**src/rtl/ex_div_pkg.sv**
```systemverilog
// rtl/ex_div_pkg.sv - ex_div shared op encodings, FSM states and constants
package ex_div_pkg;

  localparam int DIV_CYCLES = 32;

  typedef enum logic [1:0] {
    DIVOP_DIV  = 2'b00,
    DIVOP_DIVU = 2'b01,
    DIVOP_REM  = 2'b10,
    DIVOP_REMU = 2'b11
  } divop_e;

  typedef enum logic [1:0] {
    ST_IDLE = 2'b00,
    ST_CALC = 2'b01,
    ST_DONE = 2'b10
  } state_e;

  function automatic logic [31:0] neg_if(input logic [31:0] v, input logic n);
    return n ? (~v + 32'd1) : v;
  endfunction

endpackage

```
**src/rtl/ex_div_if.sv**
```systemverilog
// rtl/ex_div_if.sv - ID/EX to divider handshake and result bundle
interface ex_div_if;
  logic        id_ex_reg_valid_i;
  logic [1:0]  id_ex_reg_divop_i;
  logic [31:0] id_ex_reg_op_a_i;
  logic [31:0] id_ex_reg_op_b_i;
  logic        flush_i;
  logic        ex_div_busy_o;
  logic        ex_div_valid_o;
  logic [31:0] ex_div_result_o;

  modport master (
    output id_ex_reg_valid_i, id_ex_reg_divop_i, id_ex_reg_op_a_i, id_ex_reg_op_b_i, flush_i,
    input  ex_div_busy_o, ex_div_valid_o, ex_div_result_o
  );

  modport slave (
    input  id_ex_reg_valid_i, id_ex_reg_divop_i, id_ex_reg_op_a_i, id_ex_reg_op_b_i, flush_i,
    output ex_div_busy_o, ex_div_valid_o, ex_div_result_o
  );
endinterface

```
**src/rtl/ex_div.sv**
```systemverilog
// rtl/ex_div.sv - 32-cycle restoring radix-2 signed/unsigned divider for the EX stage
// EX_DIV_FAST_PATH_EN: divide-by-zero and signed overflow skip straight to DONE.
module ex_div
  import ex_div_pkg::*;
(
  input  logic    clk,
  input  logic    rst,
  ex_div_if.slave bus
);

  state_e      state_q;
  logic [5:0]  cnt_q;
  logic        is_rem_q;
  logic        neg_quot_q;
  logic        neg_rem_q;
  logic [31:0] quot_q;
  logic [31:0] rem_q;
  logic [31:0] divisor_q;
  logic [31:0] result_q;
  logic        valid_q;

  logic        op_signed;
  logic        op_rem;
  logic        a_neg;
  logic        b_neg;
  logic        b_zero;
  logic [31:0] abs_a;
  logic [31:0] abs_b;
  logic        start;
  logic        last_step;

  assign op_signed = ~bus.id_ex_reg_divop_i[0];
  assign op_rem    = bus.id_ex_reg_divop_i[1];
  assign a_neg     = op_signed & bus.id_ex_reg_op_a_i[31];
  assign b_neg     = op_signed & bus.id_ex_reg_op_b_i[31];
  assign b_zero    = (bus.id_ex_reg_op_b_i == 32'd0);
  assign abs_a     = neg_if(bus.id_ex_reg_op_a_i, a_neg);
  assign abs_b     = neg_if(bus.id_ex_reg_op_b_i, b_neg);
  assign start     = (state_q == ST_IDLE) & bus.id_ex_reg_valid_i & ~bus.flush_i;
  assign last_step = (cnt_q == 6'(DIV_CYCLES - 1));

  // A zero divisor makes every trial subtraction succeed, so the plain datapath
  // already yields an all-ones quotient and the dividend as remainder.
  logic [32:0] rem_shift;
  logic [32:0] diff;
  logic [31:0] quot_nx;
  logic [31:0] rem_nx;
  logic [31:0] res_fin;

  always_comb begin
    rem_shift = {rem_q, quot_q[31]};
    diff      = rem_shift - {1'b0, divisor_q};
    if (!diff[32]) begin
      rem_nx  = diff[31:0];
      quot_nx = {quot_q[30:0], 1'b1};
    end else begin
      rem_nx  = rem_shift[31:0];
      quot_nx = {quot_q[30:0], 1'b0};
    end
    res_fin = is_rem_q ? neg_if(rem_nx, neg_rem_q) : neg_if(quot_nx, neg_quot_q);
  end

  logic        special_hit;
  logic [31:0] special_res;

`ifdef EX_DIV_FAST_PATH_EN
  logic overflow;
  assign overflow    = op_signed & (bus.id_ex_reg_op_a_i == 32'h8000_0000) &
                       (bus.id_ex_reg_op_b_i == 32'hFFFF_FFFF);
  assign special_hit = b_zero | overflow;
  assign special_res = b_zero ? (op_rem ? bus.id_ex_reg_op_a_i : 32'hFFFF_FFFF)
                              : (op_rem ? 32'd0 : 32'h8000_0000);
`else
  assign special_hit = 1'b0;
  assign special_res = 32'd0;
`endif

  always_ff @(posedge clk or posedge rst) begin
    if (rst) begin
      state_q    <= ST_IDLE;
      cnt_q      <= 6'd0;
      is_rem_q   <= 1'b0;
      neg_quot_q <= 1'b0;
      neg_rem_q  <= 1'b0;
      quot_q     <= 32'd0;
      rem_q      <= 32'd0;
      divisor_q  <= 32'd0;
      result_q   <= 32'd0;
      valid_q    <= 1'b0;
    end else if (bus.flush_i) begin
      state_q <= ST_IDLE;
      cnt_q   <= 6'd0;
      valid_q <= 1'b0;
    end else begin
      case (state_q)
        ST_IDLE: begin
          valid_q <= 1'b0;
          if (start) begin
            if (special_hit) begin
              result_q <= special_res;
              valid_q  <= 1'b1;
              state_q  <= ST_DONE;
            end else begin
              is_rem_q   <= op_rem;
              neg_quot_q <= (a_neg ^ b_neg) & ~b_zero;
              neg_rem_q  <= a_neg;
              quot_q     <= abs_a;
              rem_q      <= 32'd0;
              divisor_q  <= abs_b;
              cnt_q      <= 6'd0;
              state_q    <= ST_CALC;
            end
          end
        end
        ST_CALC: begin
          quot_q <= quot_nx;
          rem_q  <= rem_nx;
          cnt_q  <= cnt_q + 6'd1;
          if (last_step) begin
            result_q <= res_fin;
            valid_q  <= 1'b1;
            state_q  <= ST_DONE;
          end
        end
        ST_DONE: begin
          valid_q <= 1'b0;
          state_q <= ST_IDLE;
        end
        default: begin
          valid_q <= 1'b0;
          state_q <= ST_IDLE;
        end
      endcase
    end
  end

  // busy is combinational so a flush or reset releases the stall in the same cycle.
  assign bus.ex_div_busy_o   = ~rst & ~bus.flush_i & (start | (state_q == ST_CALC));
  assign bus.ex_div_valid_o  = valid_q & ~bus.flush_i;
  assign bus.ex_div_result_o = result_q;

endmodule
```
**src/flat_wrapper.sv**
```systemverilog
// flat-port wrapper written by rule: the top's interface ports become plain ports
module ex_div_flat import ex_div_pkg::*;
  (clk, rst, bus_id_ex_reg_valid_i, bus_id_ex_reg_divop_i, bus_id_ex_reg_op_a_i, bus_id_ex_reg_op_b_i, bus_flush_i, bus_ex_div_busy_o, bus_ex_div_valid_o, bus_ex_div_result_o);
  ex_div_if bus_i ();
  input  logic clk;
  input  logic rst;
  input wire logic [$bits(bus_i.id_ex_reg_valid_i)-1:0] bus_id_ex_reg_valid_i;
  input wire logic [$bits(bus_i.id_ex_reg_divop_i)-1:0] bus_id_ex_reg_divop_i;
  input wire logic [$bits(bus_i.id_ex_reg_op_a_i)-1:0] bus_id_ex_reg_op_a_i;
  input wire logic [$bits(bus_i.id_ex_reg_op_b_i)-1:0] bus_id_ex_reg_op_b_i;
  input wire logic [$bits(bus_i.flush_i)-1:0] bus_flush_i;
  output wire logic [$bits(bus_i.ex_div_busy_o)-1:0] bus_ex_div_busy_o;
  output wire logic [$bits(bus_i.ex_div_valid_o)-1:0] bus_ex_div_valid_o;
  output wire logic [$bits(bus_i.ex_div_result_o)-1:0] bus_ex_div_result_o;
  assign bus_i.id_ex_reg_valid_i = bus_id_ex_reg_valid_i;
  assign bus_i.id_ex_reg_divop_i = bus_id_ex_reg_divop_i;
  assign bus_i.id_ex_reg_op_a_i = bus_id_ex_reg_op_a_i;
  assign bus_i.id_ex_reg_op_b_i = bus_id_ex_reg_op_b_i;
  assign bus_i.flush_i = bus_flush_i;
  assign bus_ex_div_busy_o = bus_i.ex_div_busy_o;
  assign bus_ex_div_valid_o = bus_i.ex_div_valid_o;
  assign bus_ex_div_result_o = bus_i.ex_div_result_o;
  ex_div u_core (.clk(clk), .rst(rst), .bus(bus_i));
endmodule
```
**config.mk**
```make
export PLATFORM = sky130hd
export DESIGN_NAME = ex_div_flat
export DESIGN_NICKNAME = d
export VERILOG_FILES = /design/src/rtl/ex_div_pkg.sv /design/src/rtl/ex_div_if.sv /design/src/rtl/ex_div.sv /design/src/flat_wrapper.sv
export SDC_FILE = /design/constraint.sdc
export NUM_CORES = 1
export LEC_CHECK = 0
export ABC_AREA = 1
export CORE_ASPECT_RATIO = 0.5
export CORE_MARGIN = 8
export CORE_UTILIZATION = 39
export CTS_BUF_LIST = sky130_fd_sc_hd__clkbuf_16
export DETAILED_ROUTE_END_ITERATION = 10
export PLACE_DENSITY = 0.67
export SETUP_SLACK_MARGIN = 0.5
export SLEW_MARGIN = 10
export SYNTH_ARGS = -nofsm -noshare
export SYNTH_HDL_FRONTEND = slang
export SYNTH_SLANG_ARGS = --single-unit
```
**constraint.sdc**
```tcl
create_clock -name clk -period 5.9 [get_ports clk]
set_clock_uncertainty 0.15 [all_clocks]
set_input_delay 1.18 -clock clk [delete_from_list [all_inputs] [get_ports clk]]
set_output_delay 1.18 -clock clk [all_outputs]
set_load 0.02 [all_outputs]
```
**After elaboration in Yosys (flattened, before gate mapping)**

Index checks and enable logic that the tools add are counted.
Widths: inputs -> output; s select.

- Flip-flop bits (word level): 140
- Latch bits: 0
- Bits in writable memories: 0
- Bits in read-only memories: 0
- Input bits: 70
- Output and inout port bits: 34
- Word-level logic and storage cells: 69
- Memories kept: 0

- $add $sub $neg: 6
- Multipliers: 0
- Divide/modulo/power cells: 0
- Magnitude comparators: 0
- Equal/unequal tests: 5
- Shifts and indexed selects: 0
- Muxes and demuxes: 21
- Bitwise logic cells: 18
- Reduce and logical (&&, ||, !) cells: 9

Operator list:

| cell | number |
|---|---|
| $mux 32 | 8 |
| $add 32x1->32 const B | 4 |
| $not 32->32 | 4 |
| $pmux 32 s2 | 2 |
| $sub 33x32->33 | 1 |
| $logic_not 32->1 | 1 |
| $mux 6 | 2 |
| $pmux 6 s2 | 1 |
| $reduce_and 3->1 | 3 |
| $and 1x1->1 | 8 |
| $add 6x1->6 const B | 1 |
| $eq 6x5->1 const B | 1 |
| $mux 2 | 3 |
| $ne 3x2->1 const B | 2 |
| $mux 1 | 4 |
| $not 1->1 | 4 |
| $pmux 2 s2 | 1 |
| $reduce_and 2->1 | 2 |
| $reduce_bool 3->1 | 1 |
| $eq 2x1->1 const B | 1 |
| $logic_not 2->1 | 1 |
| $ne 2x1->1 const B | 1 |
| $reduce_bool 2->1 | 1 |
| $or 1x1->1 | 1 |
| $xor 1x1->1 | 1 |

**Logic depth before layout (Yosys ltp)**

Gate-level depths: netlist (run 1).

- Depth in word-level cells: 6
- Gate-level depth with buffers: 30
- Depth with buffers taken out: 29

**Worst setup path after synthesis (run 1)**

No wires, ideal clock.

- Kind: reg2reg
- Start point: register u_core.divisor_q[0]
- End point: register u_core.result_q[28] (netlist: u_core.bus.ex_div_result_o[28])
- Arrival time: 3.694 ns
- Required time: 5.673 ns
- Path slack: 1.979 ns
- Stages on the path, launching flop included: 30
- Cells stage by stage: dfrtp_1 > ha_1 > fa_1 > inv_1 > nand2_1 > nand2_1 > nand3_1 > nand2_2 > nand2_2 > nand2_2 > nand2_4 > nand2_4 > nand2_2 > nand2_4 > buf_2 > ha_1 > inv_1 > nor3_1 > nand3_1 > nor3_1 > nand2_1 > nor3_1 > nand4_1 > nor2_1 > nand3_1 > nand2_1 > o21ai_0 > a21oi_1 > nor2_1 > a21oi_1

- Longest elaborated chain between the ends: 6
- Elaborated cells on any way between the ends: 10
- Classes of those cells: add/sub: 3; mux: 5; bitwise: 2

RTL lines:

| what | line | text |
|---|---|---|
| start: declaration | ex_div.sv:18 | `logic [31:0] divisor_q;` |
| start signal: assignment | ex_div.sv:109 | `divisor_q <= abs_b;` |
| $sub 33x32->33 (*) | ex_div.sv:52 | `diff = rem_shift - {1'b0, divisor_q};` |
| $mux 1 / $mux 32 (equally long branches) | ex_div.sv:53 | `if (!diff[32]) begin` |
| $not 32->32 | ex_div_pkg.sv:20 | `return n ? (~v + 32'd1) : v;` |
| $add 32x1->32 | ex_div_pkg.sv:20 |  |
| $mux 32 | ex_div_pkg.sv:20 |  |
| $mux 32 (*) | ex_div.sv:60 | `res_fin = is_rem_q ? neg_if(rem_nx, neg_rem_q) : neg_if(quot_nx, neg_quot_q);` |
| end signal: assignment | ex_div.sv:100 | `result_q <= special_res;` |
| end signal: assignment | ex_div.sv:120 | `result_q <= res_fin;` |
| end: declaration | ex_div.sv:19 | `logic [31:0] result_q;` |

Mark *: on every way between the ends. The rest lies on a longest branch, timed or not.
A chain may end at the register's enable or synchronous reset.

**Final worst setup path (run 1)**

Ends and elaborated chain as after synthesis.

==> reports/results.ini, run 1 <==
[logic_synthesis]
synth.top_cell.area_share_pct = 28.2
synth.ff_latch_count = 140
async_reset_ff_share_pct = 100
yosysWarningCount = 0
number_of_distinct_library_cells_after_synthesis = 52
synth_fp_nets = 2151
synthAdderAreaFrac_pct = 3.88
synth_top_family_by_area = simple AND/OR/NAND/NOR gates
synth_enable_flop_cells = 0
muxShareOfSynthArea_pct = 0
fraction_of_the_mapped_netlist_area_in_compound_gates_pct = 15.3
synth_area_per_cell_um2 = 6.09
synth.yosys.seq_area_share_pct = 28.2
ys_top_cells_by_area = sky130_fd_sc_hd__dfrtp_1 28%, sky130_fd_sc_hd__nand2_1 19%, sky130_fd_sc_hd__inv_1 8.9%
synth_area_mm2 = 0.0124
synth_area_in_simple_gates_pct = 38.0
ys_dominant_reg_cell = sky130_fd_sc_hd__dfrtp_1
synth_top_cell_by_area = sky130_fd_sc_hd__dfrtp_1
xor_xnor_share_of_the_synthesized_area_pct = 3.10
synth_cells = 2043

[pwr]
power.leakage_uw = 0.00732
power.internal_uw = 3460
p_per_area_mw_per_mm2 = 561
power_switching_share_pct = 57.2
netSwitchingPower_uw = 4630
power_frac_seq_pct = 17.1
clock_power_share_pct = 13.5
peak_ir_drop_on_the_vdd_network_mv = 0.323
pwr-share-comb_pct = 69.3

[cts]
clockBufferDepth = 2
root_buffer = sky130_fd_sc_hd__clkbuf_16
cts_tree = done
cts-resized-gates = 0
clk-insertion-delay-late_ns = 0.45
post_cts_buffers = 0
cts.sinks = 140
cts_max_level = 4
postCtsHoldBufs = 0
cts_made_buffers = 17
clk_pin_slew_ns = 0.07

[finish]
n_fill_cell = 3354
antennaDiodeCount = 0
finalNonFillerCells = 2561
area_growth_pct = 16.0
final_layout_size_suffix_gt1_share_pct = 6.20
fin_nets = 2224
postLayoutCoreUtil_pct = 45.7

[sta]
worstMarginPinSlew_ns = 1.14
setup_ws_post_layout_ns = 1.43
finalSetupViolations = 0
finalCriticalPeriod_ns = 4.47
number_of_hold_violations_in_the_final_report = 0
finalMaxSlewViolations = 0
tns_ns = 0
max_clock_freq_mhz = 224
timing.slew.headroom_pct = 24.1
ratio_of_final_minimum_period_to_clock_period_pct = 75.8
setup_repair_after_global_routing_missed_its_margin = no

[floorplanning]
floorplan.die.height_um = 142
num_rows = 46
design.die.area_mm2 = 0.0382
io_pins = 104
floorplan.die.width_um = 269
initial_util_pct = 39.4
core_region_area_mm2 = 0.0315

[run_status]
outcome = completed

[detailed_routing]
drcViolationCount = 0
route.antenna.remaining_nets = 0
firstDrtPassIters = 5
vias = 13100
wl_per_cell_um = 16.0
wl_mm = 40.9
vias_per_cell = 5.10
dr.first_iter.drc_count = 1228

[worst_setup_path]
critical_path.n_buffers_inverters = 2
worstPathRequired_ns = 6.13
cp_top_family = simple AND/OR/NAND/NOR gates
delay_of_the_slowest_cell_on_the_worst_path_ns = 0.40
maximum_net_fanout_on_the_critical_path = 13
cp-start-kind = flop
r2r_slack_ns = 1.43
worst_path_max_delay_cell = sky130_fd_sc_hd__fa_1
arrival_ns = 4.70
path_type_of_the_worst_setup_path = flop to flop
timing.critical_path.to_type = flop

[global_routing]
grt_start_max_net_pins = 69
grt_first_pass_wirelength_mm = 65.0
grt_antenna_before_repair = 0
globalRouteOverflowTotal = 0
grt_pass1_vias = 12200
gr-usage-all-layers_pct = 21.4

[placement]
detailed_place_hpwl_mm = 31.9
place.gp.congestion = 0.905
numPlacedInstances = 2529
port_buffers = 103
preCtsSetupSlack_ns = 1.50

[run]
cap_viol_max_count = 0

[min_path]
worst_hold_path_type = flop to flop

## worst reg2reg max path: cells and delay by family (launching register included)
family	cells	cell delay [ns]
buf+inv	2	0.16
compound gates	3	0.39
flops	1	0.38
fa+ha+maj	3	0.79
simple gates	20	2.53
## routing by layer
metal  GRT usage, %  share of wire, %
met1           29.4                48
met2           33.3                43
met3           3.92               6.2
met4           7.48               3.0
met5              0                 0
## placed cells by master (no fill, tap or decap), types with 5 or more instances in the layout
master,n
sky130_fd_sc_hd__a21oi_1,100
sky130_fd_sc_hd__a31oi_1,15
sky130_fd_sc_hd__buf_4,17
sky130_fd_sc_hd__clkbuf_16,17
sky130_fd_sc_hd__clkdlybuf4s50_1,103
sky130_fd_sc_hd__dfrtp_1,140
sky130_fd_sc_hd__ha_1,37
sky130_fd_sc_hd__inv_1,292
sky130_fd_sc_hd__inv_2,8
sky130_fd_sc_hd__inv_6,6
sky130_fd_sc_hd__nand2_1,615
sky130_fd_sc_hd__nand2_2,30
sky130_fd_sc_hd__nand2_4,5
sky130_fd_sc_hd__nand3_1,145
sky130_fd_sc_hd__nand3_2,5
sky130_fd_sc_hd__nand3b_1,11
sky130_fd_sc_hd__nand4_1,17
sky130_fd_sc_hd__nor2_1,207
sky130_fd_sc_hd__nor2_2,12
sky130_fd_sc_hd__nor3_1,31
sky130_fd_sc_hd__nor4_1,5
sky130_fd_sc_hd__o211ai_1,20
sky130_fd_sc_hd__o21ai_0,160
sky130_fd_sc_hd__o22ai_1,29
sky130_fd_sc_hd__or2_2,10
sky130_fd_sc_hd__xnor2_1,16
sky130_fd_sc_hd__xor2_1,28
## final cells by class
type | instances | area (µm²) | area share [%]
Tap cell | 432 | 541 | 3.75
Multi-Input combinational cell | 1534 | 7510 | 52.0
Inverter | 303 | 1140 | 7.92
Sequential cell | 140 | 3500 | 24.3
Clock inverter | 15 | 153 | 1.06
Clock buffer | 17 | 425 | 2.95
Timing Repair Buffer | 120 | 1160 | 8.03
## cells in the mapped netlist, drive strengths merged, types with 3 or more instances
library cell / count
a21oi: 104
a31oi: 15
buf: 20
clkbuf: 46
dfrtp: 140
ha: 37
inv: 301
nand2: 650
nand3: 151
nand3b: 11
nand4: 17
nor2: 223
nor3: 32
nor4: 5
o211ai: 20
o21ai: 166
o22ai: 29
o31ai: 3
or2: 11
xnor2: 16
xor2: 28
## flip-flops by register name, indices dropped and copies added, names as in the netlist
name,cells
u_core.is_rem_q,1
u_core.cnt_q,6
u_core.valid_q,1
u_core.neg_quot_q,1
u_core.bus.ex_div_result_o,32
u_core.rem_q,32
u_core.state_q,2
u_core.neg_rem_q,1
u_core.divisor_q,32
u_core.quot_q,32
## path summary, 6_finish.rpt
kind | start | end | depth (start not counted)
max | u_core.divisor_q[0] | u_core.bus.ex_div_result_o[28] | 28
min | u_core.divisor_q[20] | u_core.divisor_q[20] | 2
max reg2reg | u_core.divisor_q[0] | u_core.bus.ex_div_result_o[28] | 28
min reg2reg | u_core.divisor_q[20] | u_core.divisor_q[20] | 2
max in group asynchronous | rst | u_core.divisor_q[7] | 3
min in group asynchronous | rst | u_core.bus.ex_div_result_o[27] | 2
## logic make-up after synthesis
| family | Yosys count |
|---|---|
| AOI/OAI and AO/OA | 346 |
| xor gates and xnor gates | 44 |
| adders and majority gates | 38 |
| buffers and inverters | 369 |
| DFF | 140 |
| and+or+nand+nor | 1106 |
## power by group through the flow
| stage | Clock, µW | Combinational (µW) | Sequential, µW |
|---|---|---|---|
| floorplan | 0 | 4290 | 1310 |
| global placement | 0 | 5460 | 1380 |
| detailed placement | 0 | 5470 | 1390 |
| CTS | 1100 | 5520 | 1380 |
| global route | 1140 | 6300 | 1410 |
| finish | 1090 | 5610 | 1390 |
## metrics by stage
step	cell area [µm²]	total power (µW)	hold slack [ns]
floorplan	12400	5590	0.296
global placement	13900	6840	0.320
detailed placement	13900	6860	0.327
CTS	14400	8000	0.344
global route	14400	8850	0.356
finish	14400	8100	0.337
Power figures use the tool's default switching activity.
==> run 2: changes to the inputs <==
==> constraint.sdc (replaced) <==
create_clock -name clk -period 4.61 [get_ports clk]
set_clock_uncertainty 0.15 [all_clocks]
set_input_delay 0.922 -clock clk [delete_from_list [all_inputs] [get_ports clk]]
set_output_delay 0.922 -clock clk [all_outputs]
set_load 0.02 [all_outputs]
==> reports/results.ini, run 2 (synthesized netlist as in run 1, its figures left out) <==
[run_status]
outcome = completed

[global_routing]
grt_start_max_net_pins = 69
grt_first_pass_wirelength_mm = 64.9
gr-usage-all-layers_pct = 21.4
globalRouteOverflowTotal = 0
grt_pass1_vias = 12100
grt_antenna_before_repair = 0

[finish]
area_growth_pct = 17.9
layout.cells.most_common_list = 614 x sky130_fd_sc_hd__nand2_1, 290 x sky130_fd_sc_hd__inv_1, 206 x sky130_fd_sc_hd__nor2_1, 157 x sky130_fd_sc_hd__o21ai_0, 143 x sky130_fd_sc_hd__nand3_1
most_frequent_standard_cell_in_the_layout_excluding_fill_and_tap_cells = sky130_fd_sc_hd__nand2_1
layout.cell_area.non_filler_mm2 = 0.0147
fin_nets = 2234
antennaDiodeCount = 0
n_fill_cell = 3302
final_layout_size_suffix_gt1_share_pct = 7.48

[min_path]
hold_path_end = u_core.divisor_q[28]
timing.hold.worst.start = u_core.divisor_q[28]
worstHoldPathCells = 2
worst_hold_path_type = flop to flop

[floorplanning]
num_rows = 46
design.die.area_mm2 = 0.0382
core_region_area_mm2 = 0.0315
io_pins = 104
floorplan.die.height_um = 142
initial_util_pct = 39.4
floorplan.die.width_um = 269

[detailed_routing]
dr.first_iter.drc_count = 1401
route.antenna.remaining_nets = 0
firstDrtPassIters = 5
drcViolationCount = 0
vias = 13000
wl_per_cell_um = 15.9
wl_mm = 40.9
vias_per_cell = 5.08

[cts]
clk-insertion-delay-late_ns = 0.45
postCtsHoldBufs = 0
cts_tree = done
clockBufferDepth = 2
cts_max_level = 4
cts.sinks = 140
root_buffer = sky130_fd_sc_hd__clkbuf_16
cts_made_buffers = 17
clk_pin_slew_ns = 0.07

[placement]
detailed_place_hpwl_mm = 31.7
placed_area_mm2 = 0.0139
place.gp.congestion = 0.962
port_buffers = 103

[sta]
ratio_of_final_minimum_period_to_clock_period_pct = 85.9
finalHoldWorstSlack_ns = 0.340
max_clock_freq_mhz = 253
finalSetupViolations = 0
number_of_hold_violations_in_the_final_report = 0
finalCriticalPeriod_ns = 3.96
timing.slew.headroom_pct = 23.1
setup_repair_after_global_routing_missed_its_margin = yes
worstMarginPinSlew_ns = 1.15
finalMaxSlewViolations = 0
tns_ns = 0

[worst_setup_path]
cp-start-kind = flop
worst-r2r-cell-count = 28
crit-reg2reg-launch = u_core.divisor_q[0]
crit_path_start = u_core.divisor_q[0]
worstPathRequired_ns = 4.84
worst_path_max_delay_cell = sky130_fd_sc_hd__dfrtp_1
maximum_net_fanout_on_the_critical_path = 4
delay_of_the_slowest_cell_on_the_worst_path_ns = 0.41
crit_top_cell = sky130_fd_sc_hd__nand2_4
critical_path.n_buffers_inverters = 2
r2r_slack_ns = 0.65
r2r_end = u_core.bus.ex_div_result_o[28]
arrival_ns = 4.18
cp_top_family = simple AND/OR/NAND/NOR gates
timing.critical_path.to_type = flop
path_type_of_the_worst_setup_path = flop to flop

[pwr]
power.total_uw = 10600
p_per_area_mw_per_mm2 = 719
power.leakage_uw = 0.00741
peak_ir_drop_on_the_vdd_network_mv = 0.329

[run]
cap_viol_max_count = 0

-- run 2: where the power goes --
| part | switching (µW) | leakage (µW) | internal (µW) |
|---|---|---|---|
| clock network | 596 | 0.000285 | 795 |
| logic | 5070 | 0.00529 | 2310 |
| registers | 298 | 0.00183 | 1490 |
-- run 2: worst reg2reg max path: cells and delay by family, from the launching register on --
family | cells | cell delay (ns)
simple gates | 20 | 2.19
fa+ha+maj | 3 | 0.73
compound gates | 3 | 0.32
buf+inv | 2 | 0.12
flops | 1 | 0.41
-- run 2: final cells by class --
class,count,area (µm²),area share (%)
Clock buffer,17,425,2.90
Clock inverter,14,144,0.981
Inverter,303,1140,7.78
Multi-Input combinational cell,1534,7660,52.2
Sequential cell,140,3500,23.9
Tap cell,432,541,3.68
Timing Repair Buffer,130,1260,8.58
-- run 2: metal layers --
layer | share of wire [%] | GRT usage (%)
met1 | 47 | 30.2
met2 | 44 | 33.4
met3 | 6.7 | 3.50
met4 | 1.9 | 5.90
met5 | 0 | 0
-- run 2: repair_timing --
item / 4_1_cts / 5_1_grt
setup endpoints to repair: 5 / 21
pin swaps: 0 / 16
resized for setup: 2 / 31
setup buffers: 0 / 6
-- run 2: how the worst max path moves through the flow --
stage / to / cells past startpoint
final: u_core.bus.ex_div_result_o[28] / 28
after global routing: u_core.bus.ex_div_result_o[28] / 28
after CTS: u_core.bus.ex_div_result_o[28] / 28
after detailed placement: u_core.bus.ex_div_result_o[28] / 28
after global placement: u_core.bus.ex_div_result_o[28] / 28
after floorplan: u_core.bus.ex_div_result_o[28] / 29
-- run 2: stage by stage --
stage	setup WS [ns]	cells	utilization, %
floorplan	0.689	2043	-
global placement	0.473	2533	44.1
detailed placement	0.395	2533	44.1
CTS	0.571	2564	45.9
global route	0.345	2570	46.5
finish	0.652	2570	46.5
==> run 3: changes to the inputs <==
--- a/config.mk
+++ b/config.mk
@@ -6,6 +6,7 @@
 export NUM_CORES = 1
 export LEC_CHECK = 0
 export ABC_AREA = 1
+export ABC_CLOCK_PERIOD_IN_PS = 4610
 export CORE_ASPECT_RATIO = 0.5
 export CORE_MARGIN = 8
 export CORE_UTILIZATION = 39
@@ -17,3 +18,4 @@
 export SYNTH_ARGS = -nofsm -noshare
 export SYNTH_HDL_FRONTEND = slang
 export SYNTH_SLANG_ARGS = --single-unit
+export TNS_END_PERCENT = 10
==> results of run 3 <==
The final DEF is identical to that of run 2; final timing and power are the same.
